===== src/rtl/mlp_layer_sequencer_if.sv =====
// Handshake and address bundle between the MLP wrapper (master) and the
// layer sequencer (slave).
interface mlp_layer_sequencer_if #(
  parameter int M = 3,
  parameter int N = 3
);
  localparam int LW = $clog2(M - 1);
  localparam int NW = $clog2(N);

  logic          start;
  logic          abort;
  logic          load_inputs;
  logic          read_en;
  logic          write_en;
  logic          swap_buf;
  logic [LW-1:0] layer_addr;
  logic [NW-1:0] neuron_addr;
  logic          busy;
  logic          done;

  modport master (
    output start, abort,
    input  load_inputs, read_en, write_en, swap_buf,
    input  layer_addr, neuron_addr, busy, done
  );

  modport slave (
    input  start, abort,
    output load_inputs, read_en, write_en, swap_buf,
    output layer_addr, neuron_addr, busy, done
  );
endinterface


===== src/rtl/mlp_layer_sequencer.sv =====
// Moore FSM sharing one neuron datapath over all computed layers: per neuron
// READ -> COMP (NEU_LAT cycles) -> WRITE, with a buffer swap between layers.
module mlp_layer_sequencer_chk #(
  parameter int M  = 3,
  parameter int N  = 3,
  parameter int LW = 1,
  parameter int NW = 2
) (
  input logic          clk,
  input logic          rst,
  input logic          not_idle,
  input logic          busy,
  input logic [4:0]    strobes,
  input logic [LW-1:0] layer_addr,
  input logic [NW-1:0] neuron_addr
);
  a_strobe_onehot: assert property (@(posedge clk) disable iff (rst) $onehot0(strobes));
  a_layer_range:   assert property (@(posedge clk) disable iff (rst) int'(layer_addr) <= M - 2);
  a_neuron_range:  assert property (@(posedge clk) disable iff (rst) int'(neuron_addr) <= N - 1);
  a_busy_state:    assert property (@(posedge clk) disable iff (rst) busy == not_idle);
endmodule

module mlp_layer_sequencer #(
  parameter int M       = 3,
  parameter int N       = 3,
  parameter int NEU_LAT = 2
) (
  input logic                  clk,
  input logic                  rst,
  mlp_layer_sequencer_if.slave bus
);
  localparam int LW   = $clog2(M - 1);
  localparam int NW   = $clog2(N);
  localparam int LATW = $clog2(NEU_LAT + 1);
  localparam logic [LW-1:0]   LAYER_LAST  = LW'(M - 2);
  localparam logic [NW-1:0]   NEURON_LAST = NW'(N - 1);
  localparam logic [LATW-1:0] LAT_LAST    = LATW'(NEU_LAT - 1);

  typedef enum logic [2:0] {
    S_IDLE, S_LOAD, S_READ, S_COMP, S_WRITE, S_SWAP, S_DONE
  } state_e;

  state_e          state_q, state_d;
  logic [LW-1:0]   layer_q, layer_d;
  logic [NW-1:0]   neuron_q, neuron_d;
  logic [LATW-1:0] lat_q, lat_d;
  logic            load_q, load_d, read_q, read_d, write_q, write_d;
  logic            swap_q, swap_d, busy_q, busy_d, done_q, done_d;

  // Next-state, address counters and the registered Moore outputs of the next state.
  always_comb begin
    state_d  = state_q;
    layer_d  = layer_q;
    neuron_d = neuron_q;
    lat_d    = lat_q;
    if (bus.abort) begin
      // abort also masks a simultaneous start while idle
      state_d  = S_IDLE;
      layer_d  = '0;
      neuron_d = '0;
      lat_d    = '0;
    end else begin
      case (state_q)
        S_IDLE: begin
          layer_d  = '0;
          neuron_d = '0;
          if (bus.start) begin
            state_d = S_LOAD;
          end else begin
            state_d = S_IDLE;
          end
        end
        S_LOAD: state_d = S_READ;
        S_READ: begin
          lat_d   = '0;
          state_d = S_COMP;
        end
        S_COMP: begin
          if (lat_q == LAT_LAST) begin
            state_d = S_WRITE;
          end else begin
            lat_d = lat_q + LATW'(1);
          end
        end
        S_WRITE: begin
          if (neuron_q != NEURON_LAST) begin
            neuron_d = neuron_q + NW'(1);
            state_d  = S_READ;
          end else if (layer_q != LAYER_LAST) begin
            state_d = S_SWAP;
          end else begin
            state_d = S_DONE;
          end
        end
        S_SWAP: begin
          layer_d  = layer_q + LW'(1);
          neuron_d = '0;
          state_d  = S_READ;
        end
        S_DONE: begin
          layer_d  = '0;
          neuron_d = '0;
          state_d  = S_IDLE;
        end
        default: begin
          layer_d  = '0;
          neuron_d = '0;
          lat_d    = '0;
          state_d  = S_IDLE;
        end
      endcase
    end
    load_d  = (state_d == S_LOAD);
    read_d  = (state_d == S_READ);
    write_d = (state_d == S_WRITE);
    swap_d  = (state_d == S_SWAP);
    done_d  = (state_d == S_DONE);
    busy_d  = (state_d != S_IDLE);
  end

  // State, counters and output flops.
  always_ff @(posedge clk or posedge rst) begin
    if (rst) begin
      state_q  <= S_IDLE;
      layer_q  <= '0;
      neuron_q <= '0;
      lat_q    <= '0;
      load_q   <= 1'b0;
      read_q   <= 1'b0;
      write_q  <= 1'b0;
      swap_q   <= 1'b0;
      busy_q   <= 1'b0;
      done_q   <= 1'b0;
    end else begin
      state_q  <= state_d;
      layer_q  <= layer_d;
      neuron_q <= neuron_d;
      lat_q    <= lat_d;
      load_q   <= load_d;
      read_q   <= read_d;
      write_q  <= write_d;
      swap_q   <= swap_d;
      busy_q   <= busy_d;
      done_q   <= done_d;
    end
  end

  assign bus.load_inputs = load_q;
  assign bus.read_en     = read_q;
  assign bus.write_en    = write_q;
  assign bus.swap_buf    = swap_q;
  assign bus.layer_addr  = layer_q;
  assign bus.neuron_addr = neuron_q;
  assign bus.busy        = busy_q;
  assign bus.done        = done_q;

  mlp_layer_sequencer_chk #(.M(M), .N(N), .LW(LW), .NW(NW)) u_chk (
    .clk         (clk),
    .rst         (rst),
    .not_idle    (state_q != S_IDLE),
    .busy        (busy_q),
    .strobes     ({load_q, read_q, write_q, swap_q, done_q}),
    .layer_addr  (layer_q),
    .neuron_addr (neuron_q)
  );
endmodule


===== src/flat_wrapper.sv =====
// flat-port wrapper written by rule: the top's interface ports become plain ports
module mlp_layer_sequencer_flat 
#(
  parameter int M       = 3,
  parameter int N       = 3,
  parameter int NEU_LAT = 2
)
  (clk, rst, bus_start, bus_abort, bus_load_inputs, bus_read_en, bus_write_en, bus_swap_buf, bus_layer_addr, bus_neuron_addr, bus_busy, bus_done);
  mlp_layer_sequencer_if #(.M(M), .N(N)) bus_i ();
  input logic clk;
  input logic rst;
  input wire logic [$bits(bus_i.start)-1:0] bus_start;
  input wire logic [$bits(bus_i.abort)-1:0] bus_abort;
  output wire logic [$bits(bus_i.load_inputs)-1:0] bus_load_inputs;
  output wire logic [$bits(bus_i.read_en)-1:0] bus_read_en;
  output wire logic [$bits(bus_i.write_en)-1:0] bus_write_en;
  output wire logic [$bits(bus_i.swap_buf)-1:0] bus_swap_buf;
  output wire logic [$bits(bus_i.layer_addr)-1:0] bus_layer_addr;
  output wire logic [$bits(bus_i.neuron_addr)-1:0] bus_neuron_addr;
  output wire logic [$bits(bus_i.busy)-1:0] bus_busy;
  output wire logic [$bits(bus_i.done)-1:0] bus_done;
  assign bus_i.start = bus_start;
  assign bus_i.abort = bus_abort;
  assign bus_load_inputs = bus_i.load_inputs;
  assign bus_read_en = bus_i.read_en;
  assign bus_write_en = bus_i.write_en;
  assign bus_swap_buf = bus_i.swap_buf;
  assign bus_layer_addr = bus_i.layer_addr;
  assign bus_neuron_addr = bus_i.neuron_addr;
  assign bus_busy = bus_i.busy;
  assign bus_done = bus_i.done;
  mlp_layer_sequencer #(.M(M), .N(N), .NEU_LAT(NEU_LAT)) u_core (.clk(clk), .rst(rst), .bus(bus_i));
endmodule

===== config.mk =====
export PLATFORM = sky130hd
export DESIGN_NAME = mlp_layer_sequencer_flat
export DESIGN_NICKNAME = d
export VERILOG_FILES = /design/src/rtl/mlp_layer_sequencer_if.sv /design/src/rtl/mlp_layer_sequencer.sv /design/src/flat_wrapper.sv
export SDC_FILE = /design/constraint.sdc
export NUM_CORES = 1
export LEC_CHECK = 0
export ABC_AREA = 1
export CELL_PAD_IN_SITES_DETAIL_PLACEMENT = 0
export CELL_PAD_IN_SITES_GLOBAL_PLACEMENT = 1
export CORE_MARGIN = 3
export CORE_UTILIZATION = 30
export DETAILED_ROUTE_END_ITERATION = 8
export PLACE_DENSITY = 0.75
export REMOVE_ABC_BUFFERS = 1
export SLEW_MARGIN = 20
export SYNTH_ARGS = -nofsm -noshare
export SYNTH_HDL_FRONTEND = slang
export SYNTH_HIERARCHICAL = 1
export SYNTH_SLANG_ARGS = --single-unit

===== constraint.sdc =====
create_clock -name clk -period 2.5 [get_ports clk]
set_clock_uncertainty 0.05 [all_clocks]
set_input_delay 0.625 -clock clk [delete_from_list [all_inputs] [get_ports clk]]
set_output_delay 0.625 -clock clk [all_outputs]
set_load 0.01 [all_outputs]

Word level (Yosys, flattened, before mapping)

Index checks and enable logic that the tools add are counted.
W data, S select, Z words.

Register bits after elaboration: 14
Input bits: 4
Output and inout bits: 9
Logic and storage cells: 53

$add $sub $neg: 3
Equal/unequal tests: 18
Multiplexer cells: 14
Reductions and logical operators: 8

Operators by type and width:

| cell                  | number |
|---|---|
| $eq A3 B3 Y1 const B  | 6 |
| $pmux W3 S5           | 1 |
| $mux W2               | 5 |
| $eq A3 B2 Y1 const B  | 3 |
| $mux W3               | 3 |
| $pmux W2 S2           | 2 |
| $eq A3 B1 Y1 const B  | 2 |
| $ne A2 B1 Y1 const B  | 3 |
| $reduce_or A5 Y1      | 1 |
| $add A2 B1 Y2 const B | 2 |
| $reduce_and A2 Y1     | 2 |
| $reduce_or A4 Y1      | 1 |
| $logic_not A3 Y1      | 1 |
| $ne A3 B2 Y1 const B  | 1 |
| $ne A3 B3 Y1 const B  | 1 |
| $reduce_bool A3 Y1    | 1 |
| $reduce_or A3 Y1      | 1 |
| $eq A2 B1 Y1 const B  | 1 |
| $mux W1               | 2 |
| $ne A2 B2 Y1 const B  | 1 |
| $pmux W1 S2           | 1 |
| $reduce_or A2 Y1      | 1 |
| $add A1 B1 Y1 const B | 1 |

Longest topological paths before layout

Word-level depth: 5
Mapped depth: 8
Mapped depth without buffers: 8

Worst setup path after synthesis

No wires, ideal clock.

Path type: reg2reg
From: register u_core.neuron_q[0], in the netlist u_core/bus.neuron_addr[0]
To: register u_core.load_q, in the netlist u_core/bus.load_inputs
Library setup time: 0.072 ns
Arrival: 1.177 ns
Required time: 2.378 ns
Path slack: 1.202 ns
Stages on the path, launching flop included: 9
Buffers on the path: 0
Clock period less this slack: 1.298 ns
Cells stage by stage: dfrtp_1 -> inv_1 -> ha_1 -> inv_1 -> nor2_1 -> nand3_1 -> nand3_1 -> nand3_1 -> nor2_1

Word-level cells in the longest chain between the ends: 5

RTL lines:

| what                    | line                       | RTL |
|---|---|---|
| from (decl)             | mlp_layer_sequencer.sv:45  | `logic [NW-1:0] neuron_q, neuron_d;` |
| from (signal assigned)  | mlp_layer_sequencer.sv:137 | `neuron_q <= neuron_d;` |
| $ne A2 B2 Y1            | mlp_layer_sequencer.sv:86  | `if (neuron_q != NEURON_LAST) begin` |
| $mux W3                 | mlp_layer_sequencer.sv:86  |  |
| $pmux W3 S5             | mlp_layer_sequencer.sv:63  | `case (state_q)` |
| $mux W3                 | mlp_layer_sequencer.sv:56  | `if (bus.abort) begin` |
| $eq A3 B1 Y1            | mlp_layer_sequencer.sv:113 | `load_d = (state_d == S_LOAD);` |
| named net u_core.load_d | mlp_layer_sequencer.sv:47  | `logic load_q, load_d, read_q, read_d, write_q, write_d;` |
| to (signal assigned)    | mlp_layer_sequencer.sv:139 | `load_q <= load_d;` |
| to (decl)               | mlp_layer_sequencer.sv:47  |  |

The timed path passes the listed nets, and every way through them passes these cells.
A chain may end at the register's enable or synchronous reset.

Worst setup path after layout

From: register u_core.layer_q, in the netlist u_core/bus.layer_addr
To: output bus_layer_addr

RTL lines:

| what                   | line                       | RTL |
|---|---|---|
| from (decl)            | mlp_layer_sequencer.sv:44  | `logic [LW-1:0] layer_q, layer_d;` |
| from (signal assigned) | mlp_layer_sequencer.sv:136 | `layer_q <= layer_d;` |
| to (decl)              | flat_wrapper.sv:18         | `output wire logic [$bits(bus_i.layer_addr)-1:0] bus_layer_addr;` |

No word-level cell between the ends.

==> results by stage <==
Detailed routing:
- The final layout contains routed wiring with a total length of 1.322 mm.
- After detailed routing, the average wire length per cell comes to around 11 um.
- The detailed router finished its first iteration with 17 violations.
- Once detail routing completed, the nets flagged for antenna violations numbered 0.
- The number of remaining DRC errors is 0.
- The total number of vias is 557.
- The pre-antenna-repair detailed-routing pass consisted of 4 iterations.
- Dividing the detail-routed via count by the number of cells gives 4.456.

Synth:
- The commonest register cell after synthesis is sky130_fd_sc_hd__dfrtp_1.
- The fraction of synthesized cell area taken by the top area cell type is approximately 50%.
- Summing the sequential cell areas from Yosys gives 50.82% of the chip area.
- Counting distinct cell types in the post-synthesis netlist gives 20.
- The number of synthesized flops with an enable pin is 0.
- sky130_fd_sc_hd__dfrtp_1 takes more of the synthesized area than any other cell.
- After synthesis, the mean cell area works out to around 8.4 um2.
- Sorting the synthesized cells by area gives the leading types as sky130_fd_sc_hd__dfrtp_1 51%, sky130_fd_sc_hd__nor2_1 8.2%, sky130_fd_sc_hd__nand3_1 8.0%.
- The async set-or-reset flop fraction in the synthesized netlist is 100.0%.
- The Yosys warning count is 6.
- The mapped netlist covers a little under 700 um2.
- In this run, synthesis produced a sequential element count of 14.
- The number of instances in the synthesized netlist is 82.

Final layout:
- The count of antenna diodes in the layout is 0.
- In the final layout, the multi-input gates occupy between 200 and 300 um2.
- The sequential cell area is 350.3 um2.
- The proportion of layout cells with a drive suffix above 1 is between 10 and 15%.
- Leaving out fill and tap cells, the most frequent cells in the layout are 15 x sky130_fd_sc_hd__nor2_1, 14 x sky130_fd_sc_hd__dfrtp_1, 13 x sky130_fd_sc_hd__nand2_1.
- The commonest non-fill, non-tap cell in the layout is sky130_fd_sc_hd__nor2_1.
- The area growth from synthesis to layout is 27.59%.
- The number of filler cells placed in the layout is 210.
- The total number of nets in the final design is 105.

Clock network:
- Clock-pin slew was measured on the worst setup and hold paths at about 0.080 ns.
- For the worst-skew pair, the clock arrives at the later sink with an insertion delay of between 0.2 and 0.3 ns.
- The number of hold buffers added after CTS is 0.
- TritonCTS built the clock tree.
- The number of buffers added for setup after CTS is 0.
- The clock sink total is 14.
- The TritonCTS buffer count is 3.
- In this run the number of H-tree levels came out at 1.
- The worst-case clock buffer depth is 2.
- The clock tree root driver cell is sky130_fd_sc_hd__clkbuf_4.
- The number of gates resized after CTS is 0.

Critical path:
- The setup path with the least slack is of type flip-flop to primary output.
- In this run the worst setup path begins at u_core/bus.layer_addr$_DFFE_PP0P_.
- Broken down by cell family, the worst path's largest delay share belongs to buffers and inverters.
- STA classifies the critical path startpoint as a flip-flop.
- STA classifies the critical path endpoint as a primary output.
- In this design, the stage delay of the slowest critical-path cell is approximately 0.55 ns.
- The number of buffers and inverters on the critical path is 1.
- The data arrival time of the worst path is roughly 1.2 ns.
- Along the worst path, the maximum fanout reaches 4.
- The slowest cell on the critical path is sky130_fd_sc_hd__clkdlybuf4s50_1.
- Traced cell by cell, the critical path runs through clkdlybuf4s50_1.
- The startpoint identified for the worst register-to-register timing path is u_core/bus.neuron_addr[0]$_DFFE_PP0P_.
- The critical path required time is 1.82 ns.

Global routing:
- The overall overflow remaining after global route is 0.
- The number of global-route vias before repair came to 527.
- Global routing used 11.00% of the available tracks.
- Entering global routing, the biggest net connects 15 pins.
- The number of antenna violations at the first check in global routing is 0.
- The first global-routing pass estimated 2.228 mm of wire.

Timing:
- The worst slew slack as a fraction of its limit is 65.36%.
- The number of max-slew violations in the final report was 0.
- Timing would allow up to 532.9 MHz.
- The count of endpoints failing hold in the final timing report is 0.
- At the pin with the least slew margin, the transition time is a little over 0.5 ns.
- Dividing the final minimum period by the clock period gives 75.06%.
- The total negative setup slack is 0 ns.
- The number of failing setup endpoints in the final timing report is 0.
- Setup repair after global routing left no endpoint under its margin.
- The clock period minus final worst setup slack is around 1.9 ns.

Min path:
- The worst hold path begins at u_core/bus.layer_addr$_DFFE_PP0P_.
- The tightest min-delay check is of the flip-flop to flip-flop type.

Floorplan:
- The horizontal extent of the die is around 54 um.
- The top-level port count is 13.
- The die span in y is 53.94 um.
- The row count is 16.
- The overall die area is 2909 um2.
- The initial utilization of the core area, before any placement, comes to 33.43%.
- The area of the core region is 2062 um2.

Run:
- The tool flagged a number of max-cap violations equal to 0.

Power and ir drop:
- In this run the static leakage power is about 0.43 nW.
- The worst ir drop on vdd is 0.3156 mV.
- The power after layout is about 510 uW.
- Dividing total power by cell area gives a power density of between 500 and 600 nW/um2.

Placed design:
- In this run the tool buffered the top-level ports with 12 buffer cells.
- The detailed-placement wirelength estimate is between 1 and 1.5 mm.
- The congestion estimate from routability-driven global placement came to 0.8512.

Status:
- The flow ran to the end, and the final reports show no timing, DRC or antenna violations.
## logic make-up (layout without fill, tap and decap cells)
group | after synthesis | count (layout) | share of synthesized area [%]
AND/OR/NAND/NOR | 45 | 45 | 30.67
buffers and inverters | 12 | 28 | 6.533
AO/OA/AOI/OAI | 9 | 9 | 8.348
adder cells (fa/ha/maj) | 2 | 2 | 3.629
flip-flops | 14 | 14 | 50.82
## final timing paths
check | slack [ns] | endpoint | cells after the start
max | 0.62 | bus_layer_addr | 1
min | 0.45 | u_core/bus.layer_addr$_DFFE_PP0P_ | 1
max reg2reg | 1.04 | u_core/bus.swap_buf$_DFF_PP0_ | 8
min reg2reg | 0.45 | u_core/bus.layer_addr$_DFFE_PP0P_ | 1
max in group asynchronous | 1.42 | u_core/state_q[1]$_DFF_PP0_ | 2
min in group asynchronous | 0.62 | u_core/bus.neuron_addr[0]$_DFFE_PP0P_ | 2
## state kept, by name, indices dropped and copies added (netlist names)
register,cells
u_core/bus.load_inputs,1
u_core/state_q,3
u_core/bus.done,1
u_core/bus.swap_buf,1
u_core/bus.layer_addr,1
u_core/bus.neuron_addr,2
u_core/lat_q,2
u_core/bus.write_en,1
u_core/bus.busy,1
u_core/bus.read_en,1
## cells in the mapped netlist (2+ instances only)
master / count
sky130_fd_sc_hd__dfrtp_1: 14
sky130_fd_sc_hd__nand3_1: 11
sky130_fd_sc_hd__nand2_1: 13
sky130_fd_sc_hd__a21oi_1: 2
sky130_fd_sc_hd__inv_1: 10
sky130_fd_sc_hd__ha_1: 2
sky130_fd_sc_hd__nor2_1: 15
sky130_fd_sc_hd__o21ai_0: 3
## through the flow
stage          setup slack [ns]  hold slack [ns]  utilization (%)  cell area (um2)  cells
2_1_floorplan             1.202           0.4394                -            689.4     82
3_3_place_gp             0.6351           0.4386            40.90            843.3    121
3_5_place_dp             0.5250           0.4506            40.90            843.3    121
4_1_cts                  0.5971           0.4625            42.66            879.6    125
5_1_grt                  0.5746           0.4719            42.66            879.6    125
6_report                 0.6236           0.4546            42.66            879.6    125
## per-layer routing
layer	track usage [%]	vias to the layer above	share of wire [%]
met3	2.493	2	5.7
met2	16.94	15	46
met1	13.46	246	47
met4	7.660	0	1.5
met5	0	-	0
li1	-	294	-
## final cells by class
class	count	area share, %
Sequential cell	14	39.83
Inverter	12	5.121
Multi-Input combinational cell	56	33.43
Tap cell	27	3.841
Timing Repair Buffer	12	13.66
Clock buffer	4	4.125
## where the power goes
part           total (mW)  switching [mW]  internal [mW]  leakage (nW)
Sequential          0.253          0.0130          0.240         0.190
Combinational      0.0921          0.0526         0.0395         0.217
Clock               0.161          0.0726         0.0884        0.0210
Power figures use the tool's default switching activity.
